**config.mk**
```make
export PLATFORM = sky130hd
export DESIGN_NAME = ave8_bcd_display_flat
export DESIGN_NICKNAME = d
export VERILOG_FILES = /design/src/rtl/ave8_bcd_display_if.sv /design/src/rtl/ave8_bcd_display.sv /design/src/flat_wrapper.sv
export SDC_FILE = /design/constraint.sdc
export NUM_CORES = 1
export LEC_CHECK = 0
export CAP_MARGIN = 20
export CORE_MARGIN = 2
export CORE_UTILIZATION = 52
export CTS_BUF_LIST = sky130_fd_sc_hd__clkbuf_8
export CTS_CLUSTER_SIZE = 20
export DETAILED_ROUTE_END_ITERATION = 10
export PLACE_DENSITY_LB_ADDON = 0.25
export SLEW_MARGIN = 0
export SYNTH_ARGS = -nofsm -noshare
export SYNTH_HDL_FRONTEND = slang
export SYNTH_SLANG_ARGS = --single-unit
```
**constraint.sdc**
```tcl
create_clock -name CLOCK -period 2.1 [get_ports CLOCK]
set_input_delay 0.21 -clock CLOCK [delete_from_list [all_inputs] [get_ports CLOCK]]
set_output_delay 0.21 -clock CLOCK [all_outputs]
set_load 0.01 [all_outputs]
```
**src/rtl/ave8_bcd_display_if.sv**
```systemverilog
// Averager-to-display bus: the sampled 8-bit average going in, seven-segment
// digits and status coming out.
interface ave8_bcd_display_if;
    logic [0:7] avg_in;
    logic       avg_valid;
    logic [0:6] seg_hun;
    logic [0:6] seg_tens;
    logic [0:6] seg_units;
    logic       busy;
    logic       upd;

    modport master (
        output avg_in, avg_valid,
        input  seg_hun, seg_tens, seg_units, busy, upd
    );

    modport slave (
        input  avg_in, avg_valid,
        output seg_hun, seg_tens, seg_units, busy, upd
    );
endinterface

```
**src/rtl/ave8_bcd_display.sv**
```systemverilog
// Periodically samples the 8-bit average, converts it to BCD with a
// one-shift-per-clock double-dabble engine and drives three 7-seg digits.
module ave8_bcd_display #(
    parameter int HOLD_CYCLES = 1000000,
    parameter bit BLANK_LZ    = 1'b1
) (
    input  logic              CLOCK,
    input  logic              RESET,
    ave8_bcd_display_if.slave bus
);
    localparam int         CW        = (HOLD_CYCLES > 1) ? $clog2(HOLD_CYCLES) : 1;
    localparam logic [0:6] SEG_BLANK = 7'b1111111;
    localparam logic [0:6] SEG_ZERO  = 7'b1000000;
    localparam logic [0:6] SEG_LZ    = BLANK_LZ ? SEG_BLANK : SEG_ZERO;

    typedef enum logic [1:0] {S_WAIT = 2'd0, S_CONV = 2'd1, S_LOAD = 2'd2} state_t;

    state_t        state, state_nxt;
    logic [CW-1:0] cnt;
    logic [2:0]    iter;
    logic [7:0]    shf;
    logic [3:0]    hun, tens, units;
    logic          capture, load, busy;
    logic [0:6]    seg_hun_q, seg_tens_q, seg_units_q;
    logic          upd_q;

    function automatic logic [0:6] seg7(input logic [3:0] d);
        case (d)
            4'd0:    seg7 = 7'b1000000;
            4'd1:    seg7 = 7'b1111001;
            4'd2:    seg7 = 7'b0100100;
            4'd3:    seg7 = 7'b0110000;
            4'd4:    seg7 = 7'b0011001;
            4'd5:    seg7 = 7'b0010010;
            4'd6:    seg7 = 7'b0000010;
            4'd7:    seg7 = 7'b1111000;
            4'd8:    seg7 = 7'b0000000;
            4'd9:    seg7 = 7'b0010000;
            default: seg7 = SEG_BLANK;
        endcase
    endfunction

    function automatic logic [3:0] add3(input logic [3:0] d);
        return (d >= 4'd5) ? d + 4'd3 : d;
    endfunction

    always_ff @(posedge CLOCK or negedge RESET) begin
        if (!RESET) state <= S_WAIT;
        else        state <= state_nxt;
    end

    always_comb begin
        state_nxt = state;
        case (state)
            S_WAIT:  if (cnt == '0 && bus.avg_valid) state_nxt = S_CONV;
            S_CONV:  if (iter == 3'd7) state_nxt = S_LOAD;
            S_LOAD:  state_nxt = S_WAIT;
            default: state_nxt = S_WAIT;
        endcase
    end

    always_comb begin
        capture = 1'b0;
        load    = 1'b0;
        busy    = 1'b0;
        case (state)
            S_WAIT:  capture = (cnt == '0) && bus.avg_valid;
            S_CONV:  busy = 1'b1;
            S_LOAD:  begin busy = 1'b1; load = 1'b1; end
            default: ;
        endcase
    end

    // Digits are adjusted before the shift; hun never exceeds 2 so its top bit
    // falling off the end of the shift loses nothing.
    always_ff @(posedge CLOCK or negedge RESET) begin
        if (!RESET) begin
            cnt   <= '0;
            iter  <= '0;
            shf   <= '0;
            hun   <= '0;
            tens  <= '0;
            units <= '0;
        end else begin
            if (state == S_WAIT && cnt != '0) cnt <= cnt - CW'(1);
            if (load) cnt <= CW'(HOLD_CYCLES - 1);
            if (capture) begin
                shf   <= bus.avg_in;
                hun   <= '0;
                tens  <= '0;
                units <= '0;
                iter  <= '0;
            end else if (state == S_CONV) begin
                {hun, tens, units, shf} <= {add3(hun), add3(tens), add3(units), shf} << 1;
                iter <= iter + 3'd1;
            end
        end
    end

    always_ff @(posedge CLOCK or negedge RESET) begin
        if (!RESET) begin
            seg_hun_q   <= SEG_LZ;
            seg_tens_q  <= SEG_LZ;
            seg_units_q <= SEG_ZERO;
            upd_q       <= 1'b0;
        end else begin
            upd_q <= load;
            if (load) begin
                seg_hun_q   <= (BLANK_LZ && hun == 4'd0) ? SEG_BLANK : seg7(hun);
                seg_tens_q  <= (BLANK_LZ && hun == 4'd0 && tens == 4'd0) ? SEG_BLANK : seg7(tens);
                seg_units_q <= seg7(units);
            end
        end
    end

    assign bus.seg_hun   = seg_hun_q;
    assign bus.seg_tens  = seg_tens_q;
    assign bus.seg_units = seg_units_q;
    assign bus.busy      = busy;
    assign bus.upd       = upd_q;
endmodule

```
**src/flat_wrapper.sv**
```systemverilog
// flat-port wrapper written by rule: the top's interface ports become plain ports
module ave8_bcd_display_flat 
#(
    parameter int HOLD_CYCLES = 1000000,
    parameter bit BLANK_LZ    = 1'b1
)
  (CLOCK, RESET, bus_avg_in, bus_avg_valid, bus_seg_hun, bus_seg_tens, bus_seg_units, bus_busy, bus_upd);
  ave8_bcd_display_if bus_i ();
  input  logic CLOCK;
  input  logic RESET;
  input wire logic [$bits(bus_i.avg_in)-1:0] bus_avg_in;
  input wire logic [$bits(bus_i.avg_valid)-1:0] bus_avg_valid;
  output wire logic [$bits(bus_i.seg_hun)-1:0] bus_seg_hun;
  output wire logic [$bits(bus_i.seg_tens)-1:0] bus_seg_tens;
  output wire logic [$bits(bus_i.seg_units)-1:0] bus_seg_units;
  output wire logic [$bits(bus_i.busy)-1:0] bus_busy;
  output wire logic [$bits(bus_i.upd)-1:0] bus_upd;
  assign bus_i.avg_in = bus_avg_in;
  assign bus_i.avg_valid = bus_avg_valid;
  assign bus_seg_hun = bus_i.seg_hun;
  assign bus_seg_tens = bus_i.seg_tens;
  assign bus_seg_units = bus_i.seg_units;
  assign bus_busy = bus_i.busy;
  assign bus_upd = bus_i.upd;
  ave8_bcd_display #(.HOLD_CYCLES(HOLD_CYCLES), .BLANK_LZ(BLANK_LZ)) u_core (.CLOCK(CLOCK), .RESET(RESET), .bus(bus_i));
endmodule
```
==> results of run 1 <==
[report_power, final]
| group | internal [µW] | switching (µW) |
|---|---|---|
| registers | 1920 | 564 |
| logic | 1380 | 1410 |
| clock network | 642 | 480 |
| total | 3940 | 2460 |
[per-layer routing]
metal	up-vias	share of wire, %	GRT usage, %
met1	1413	49	28.9
met3	11	2.7	3.26
li1	1447	-	-
met2	39	47	33.0
met5	-	0	0
met4	0	1.4	6.89
[final cells by class]
cell class	instances	area share (%)
sequential	67	37.9
timing repair buffer	47	10.8
clock buffer	12	3.69
tap	96	2.68
multi-input combinational	276	41.5
clock inverter	4	1.09
inverter	28	2.35
[Yosys cell counts, types with 5 or more instances]
cell | count | area share (%)
ha_1 | 23 | 7.7
inv_1 | 28 | 2.8
nor2_1 | 53 | 5.3
nand2_1 | 22 | 2.2
nor3_1 | 6 | 0.80
a211oi_1 | 8 | 1.6
xor2_1 | 11 | 2.6
a21oi_1 | 34 | 4.6
o211ai_1 | 6 | 1.2
nand3_1 | 8 | 1.1
dfstp_2 | 15 | 11
nand2b_1 | 5 | 0.84
o31ai_1 | 6 | 1.2
o22a_1 | 5 | 1.2
xnor2_1 | 6 | 1.4
o21ai_0 | 25 | 3.4
mux2i_1 | 18 | 4.8
clkbuf_1 | 11 | 1.1
dfrtp_1 | 52 | 35
[through the flow]
step / instance area (µm²) / setup slack, ps / power [µW]
after global routing: 4480 / 12.2 / 6910
after global placement: 4250 / 182 / 5200
after detailed placement: 4250 / 140 / 5290
final: 4480 / 135 / 6400
after CTS: 4470 / 49.3 / 6450
after floorplan: 3730 / 246 / 4280
[state kept, by name, summed over array words and instances, names as in the netlist]
signal,flops
u_core.bus.seg_hun,7
u_core.bus.seg_tens,7
u_core.bus.seg_units,7
u_core.bus.upd,1
u_core.cnt,20
u_core.hun,4
u_core.iter,3
u_core.shf,8
u_core.state,2
u_core.tens,4
u_core.units,4
[final timing paths]
path / endpoint / startpoint / slack (ps)
worst max-delay path: u_core.cnt[17] / u_core.cnt[1] / 140
worst min-delay path: u_core.shf[0] / bus_avg_in[0] / 430
worst max register to register: u_core.cnt[17] / u_core.cnt[1] / 140
worst min register to register: u_core.bus.seg_units[0] / u_core.bus.seg_units[0] / 490
max in group asynchronous: u_core.bus.seg_hun[3] / RESET / 960
min in group asynchronous: u_core.cnt[12] / RESET / 440
[kinds of logic (layout without fill, tap and decap cells)]
group	count (synthesis)	in the layout
simple gates	122	122
mux	18	18
buf+inv	47	91
fa+ha+maj	23	23
compound gates	96	96
xor+xnor	17	17
flops	67	67
[worst min-delay path: cells and delay by family]
kind / cells / cell delay (ps)
simple gates: 1 / 50
compound gates: 1 / 60
buf+inv: 1 / 400
[what timing repair did]
action                                  CTS  global route
endpoints found under the setup margin    0             1
hold buffers                              1             0
gates resized for setup                   0             1
hold endpoints to repair                 26             0
==> results.py, run 1 <==
metrics = {
    "timing": {
        "slew_violations": 0,
        "layout_min_cycle_time_ps": 1960,
        "holdWs_ps": 427,
        "finalClockSkew_ps": 5.12,
        "final-hold-violation-count": 0,
        "worst_slew_pin_slew_ps": 655,
        "period_share_pct": 93.6,
        "fmax_mhz": 509,
        "fin_tns_setup_ps": 0,
        "max-slew-margin-rel_pct": 56.3,
        "rsz0062_at_grt": "no",
        "setup_violations": 0,
    },
    "yosys": {
        "synthAdderAreaFrac_pct": 7.71,
        "ys_seq_area_share_pct": 45.4,
        "syn_area_um2": 3730,
        "synth-edff-count": 0,
        "yosysWarningCount": 0,
        "synth-seq-cells": 67,
        "ys.flop_type": "dfrtp_1",
        "synthArstFlopShare_pct": 100,
        "syn_inst": 390,
        "synthMuxAreaShare_pct": 4.83,
        "synth-compound-area-share_pct": 16.0,
        "synth_top_family_by_area": "simple AND/OR/NAND/NOR gates",
        "synth_xor_area_share_pct": 3.99,
        "ys_types": 47,
        "synth-simple-area-share_pct": 17.0,
        "synth_nets": 424,
        "avgSynthCellArea_um2": 9.57,
    },
    "worst_setup_path": {
        "critPathArrivalTime_ps": 2240,
        "worstPathRequired_ps": 2370,
        "end_kind": "register",
        "slowest_stage": "or4_4",
        "reg2reg_depth": 5,
        "path_class": "register to register",
        "crit_cells": 5,
        "path_cells": "or4_4 > nor4_4 > o211ai_2 > or4_1 > nand3_1",
        "cpLargestDelayFamily": "simple AND/OR/NAND/NOR gates",
        "worstPathMaxFanout": 5,
        "cp.buffers_inverters": 0,
        "cp_slowest_stage_delay_ps": 590,
        "start_kind": "register",
    },
    "floorplan": {
        "die_w_um": 88.7,
        "core_um2": 6870,
        "num_io_pins": 34,
        "start_util_pct": 54.3,
        "die_area_um2": 7870,
        "rows": 30,
        "die_h_um": 88.7,
    },
    "finish": {
        "drive_above_1_share_pct": 13.4,
        "layout_common_cells": "nor2_1 (52), dfrtp_1 (52), a21oi_1 (34)",
        "final_cells": 530,
        "area_growth_pct": 20.0,
        "multiInputGateArea_um2": 1860,
        "final_util_pct": 65.2,
        "fin_nets": 463,
        "seqCellArea_um2": 1700,
        "fillers": 563,
        "antenna_cells": 0,
    },
    "cts": {
        "clock_latency_ps": 330,
        "clk_pin_slew_ps": 70,
        "clockBufferDepth": 2,
        "cts-root-buf": "clkbuf_8",
        "cts_buffers": 9,
        "post_cts_buffers": 0,
        "cts_tree": "built",
        "clock_sinks": 67,
        "htree_levels": 3,
    },
    "drt": {
        "drc": 0,
        "ant_nets": 0,
        "routedWlPerCell_um": 14.0,
        "num_vias": 2910,
        "routed_via_density": 5.49,
        "drt_wl_total_mm": 7.43,
        "drt_iter0_drc": 178,
        "firstDrtPassIters": 4,
    },
    "hold_path": {
        "hp-class": "primary input to register",
        "holdPathStages": 3,
    },
    "placed_design": {
        "place_hpwl_mm": 5.12,
        "place_congestion": 0.870,
        "placed_cells": 513,
        "portBuffers": 33,
    },
    "grt": {
        "grt_pass1_wl_mm": 12.8,
        "antenna_found_initial": 0,
        "first_global_vias": 2788,
        "grt.overflow.total": 0,
        "grt_start_max_net_pins": 42,
        "grt_usage_pct": 20.7,
    },
    "power": {
        "p_per_area_nw_per_um2": 1430,
        "leakage_uw": 0.00186,
        "irDropWorstVdd_mv": 0.827,
    },
    "flow_run": {
        "cap_violations": 0,
    },
    "status": {
        "outcome": "finished clean",
    },
}
Power figures use the tool's default switching activity.
==> run 2: changes to the inputs <==
Settings changed: ABC_AREA set to 1.
==> run 2 against run 1 <==
Utilization is 4.2 points lower; cell area is 3.6% higher; synthesized cell count is 33% higher; largest cell class unchanged; area after synthesis is 7.5% higher; non-clock buffer count is 7 lower; hold slack worse by 13 ps.
==> results.py, run 2 <==
metrics = {
    "yosys": {
        "syn_area_um2": 4010,
        "synth-simple-area-share_pct": 29.6,
        "synth-seq-cells": 67,
        "synth_xor_area_share_pct": 0.655,
        "synth.most_common_cell": "nand2_1",
        "synth.largest_area_cell": "dfrtp_1",
        "synthArstFlopShare_pct": 100,
        "synth_top_family_by_area": "simple AND/OR/NAND/NOR gates",
        "ys_types": 40,
        "synth.top_cell.area_share_pct": 32.4,
        "synth_commonest_cells": "nand2_1 (108), nor2_1 (70), nand3_1 (60)",
        "synth-compound-area-share_pct": 12.6,
        "ys.flop_type": "dfrtp_1",
        "synth-edff-count": 0,
        "synthMuxAreaShare_pct": 0.250,
        "synthTopCellsByArea": "dfrtp_1 (32%), nand2_1 (10%), dfstp_2 (9.8%)",
        "synthAdderAreaFrac_pct": 7.18,
        "synth_nets": 551,
        "yosysWarningCount": 0,
        "syn_inst": 517,
        "ys_seq_area_share_pct": 42.3,
        "avgSynthCellArea_um2": 7.76,
    },
    "finish": {
        "layout_common_cells": "nand2_1 (108), nor2_1 (70), nand3_1 (60)",
        "drive_above_1_share_pct": 11.0,
        "fillers": 709,
        "final_common_cell": "nand2_1",
        "top_register": "u_core.cnt",
        "largest_reg_flops": 20,
        "area_growth_pct": 15.6,
        "final_util_pct": 61.0,
        "fin_nets": 586,
        "reg_top3": "u_core.cnt (20), u_core.shf (8)",
        "antenna_cells": 0,
    },
    "timing": {
        "max-slew-margin-rel_pct": 65.5,
        "fin_tns_setup_ps": 0,
        "finalClockSkew_ps": 3.99,
        "period_share_pct": 88.9,
        "layout_min_cycle_time_ps": 1870,
        "fmax_mhz": 536,
        "holdWs_ps": 414,
        "rsz0062_at_grt": "no",
        "setup_slack_ps": 234,
        "setup_violations": 0,
        "final-hold-violation-count": 0,
        "worst_slew_pin_slew_ps": 515,
        "slew_violations": 0,
    },
    "floorplan": {
        "die_w_um": 91.8,
        "die_area_um2": 8430,
        "num_io_pins": 34,
        "rows": 32,
        "start_util_pct": 52.7,
        "core_um2": 7610,
        "die_h_um": 91.8,
    },
    "power": {
        "p_per_area_nw_per_um2": 1410,
        "leakage_uw": 0.00226,
        "irDropWorstVdd_mv": 0.707,
    },
    "drt": {
        "num_vias": 3433,
        "drc": 0,
        "drt_iter0_drc": 230,
        "drt_wl_total_mm": 8.21,
        "firstDrtPassIters": 4,
        "routed_via_density": 5.21,
        "routedWlPerCell_um": 12.5,
        "ant_nets": 0,
    },
    "status": {
        "outcome": "finished clean",
    },
    "cts": {
        "clockBufferDepth": 2,
        "post_cts_buffers": 0,
        "cts_buffers": 9,
        "cts-root-buf": "clkbuf_8",
        "htree_levels": 3,
        "cts_tree": "built",
        "clock_sinks": 67,
        "clock_latency_ps": 330,
        "clk_pin_slew_ps": 70,
    },
    "grt": {
        "grt_usage_pct": 21.0,
        "antenna_found_initial": 0,
        "grt_pass1_wl_mm": 14.6,
        "grt.overflow.total": 0,
        "grt_start_max_net_pins": 68,
        "first_global_vias": 3280,
    },
    "worst_setup_path": {
        "start_kind": "register",
        "path_class": "register to register",
        "critPathArrivalTime_ps": 2090,
        "cp_slowest_stage_delay_ps": 390,
        "slowest_stage": "dfrtp_1",
        "worstPathMaxFanout": 15,
        "critical_path.most_common_cell": "inv_1",
        "path_cells": "inv_1 > ha_1 > nand2_4 > nor2_8 > nand2_1 > nor2_2 > nand3_4 > o21ai_0 > inv_1",
        "end_kind": "register",
        "worstPathRequired_ps": 2320,
    },
    "placed_design": {
        "place_congestion": 0.887,
        "dpl_worst_slack_ps": 192,
        "portBuffers": 33,
        "place_hpwl_mm": 5.87,
    },
    "flow_run": {
        "cap_violations": 0,
    },
    "hold_path": {
        "hp-class": "primary input to register",
    },
}
## run 2: cell types whose count changed in the layout (fill, tap and decap cells not counted), sizes merged, moves of 9 or more
| cell | delta |
|---|---|
| nor2 | +26 |
| nand3 | +55 |
| nand2 | +91 |
| mux2i | -17 |
| o21ai | +9 |
| xor2 | -9 |
| inv | +25 |
## run 2: repair_timing
item / in CTS / in global routing
endpoints found under the hold margin: 52 / 0
gates resized for setup: 0 / 1
setup endpoints to repair: 0 / 1
hold buffers: 1 / 0
## run 2: through the flow
| stage | cell area, µm² | instances | power, µW |
|---|---|---|---|
| finish | 4640 | 659 | 6560 |
| global route | 4640 | 659 | 7190 |
| CTS | 4630 | 659 | 6600 |
| detailed placement | 4430 | 642 | 5550 |
| global placement | 4430 | 642 | 5440 |
| floorplan | 4010 | 517 | 4590 |
## run 2: final timing paths
check / slack [ps] / cells past startpoint / endpoint / start
worst max-delay path: 230 / 9 / u_core.shf[6] / u_core.cnt[0]
worst min-delay path: 410 / 3 / u_core.shf[0] / bus_avg_in[0]
worst max register to register: 230 / 9 / u_core.shf[6] / u_core.cnt[0]
worst min register to register: 480 / 2 / u_core.bus.seg_tens[3] / u_core.bus.seg_tens[3]
max in group asynchronous: 1340 / 3 / u_core.bus.seg_units[0] / RESET
min in group asynchronous: 440 / 3 / u_core.cnt[2] / RESET
## run 2: metal layers
metal,part of all wire (%),global-route usage (%)
met1,48,28.3
met2,48,34.9
met3,3.0,2.71
met4,1.4,7.46
met5,0,0
## run 2: logic make-up after synthesis
family / Yosys count
AOI/OAI and AO/OA: 89
xor gates and xnor gates: 3
and+or+nand+nor: 264
DFF: 67
muxes: 1
buffers and inverters: 70
adders and majority gates: 23
## run 2: power breakdown
part | switching [µW] | internal (µW) | total, µW
clock network | 459 | 562 | 1020
logic | 1790 | 1280 | 3060
registers | 549 | 1930 | 2480
## run 2: final cells by class
class | instances | area, µm² | area share, %
clock inverters | 6 | 50.0 | 1.08
repair buffers | 40 | 393 | 8.47
multi-input cells | 380 | 2020 | 43.7
flip-flops and latches | 67 | 1700 | 36.6
clock buffers | 10 | 138 | 2.97
well taps | 102 | 128 | 2.75
inverters | 54 | 209 | 4.51
## run 2: critical path, delay by kind of cell (launching register included)
| family | cells | cell delay, ps |
|---|---|---|
| buffers and inverters | 2 | 200 |
| AO/OA/AOI/OAI | 1 | 200 |
| AND/OR/NAND/NOR | 5 | 670 |
| flip-flops | 1 | 390 |
| adder cells (fa/ha/maj) | 1 | 290 |
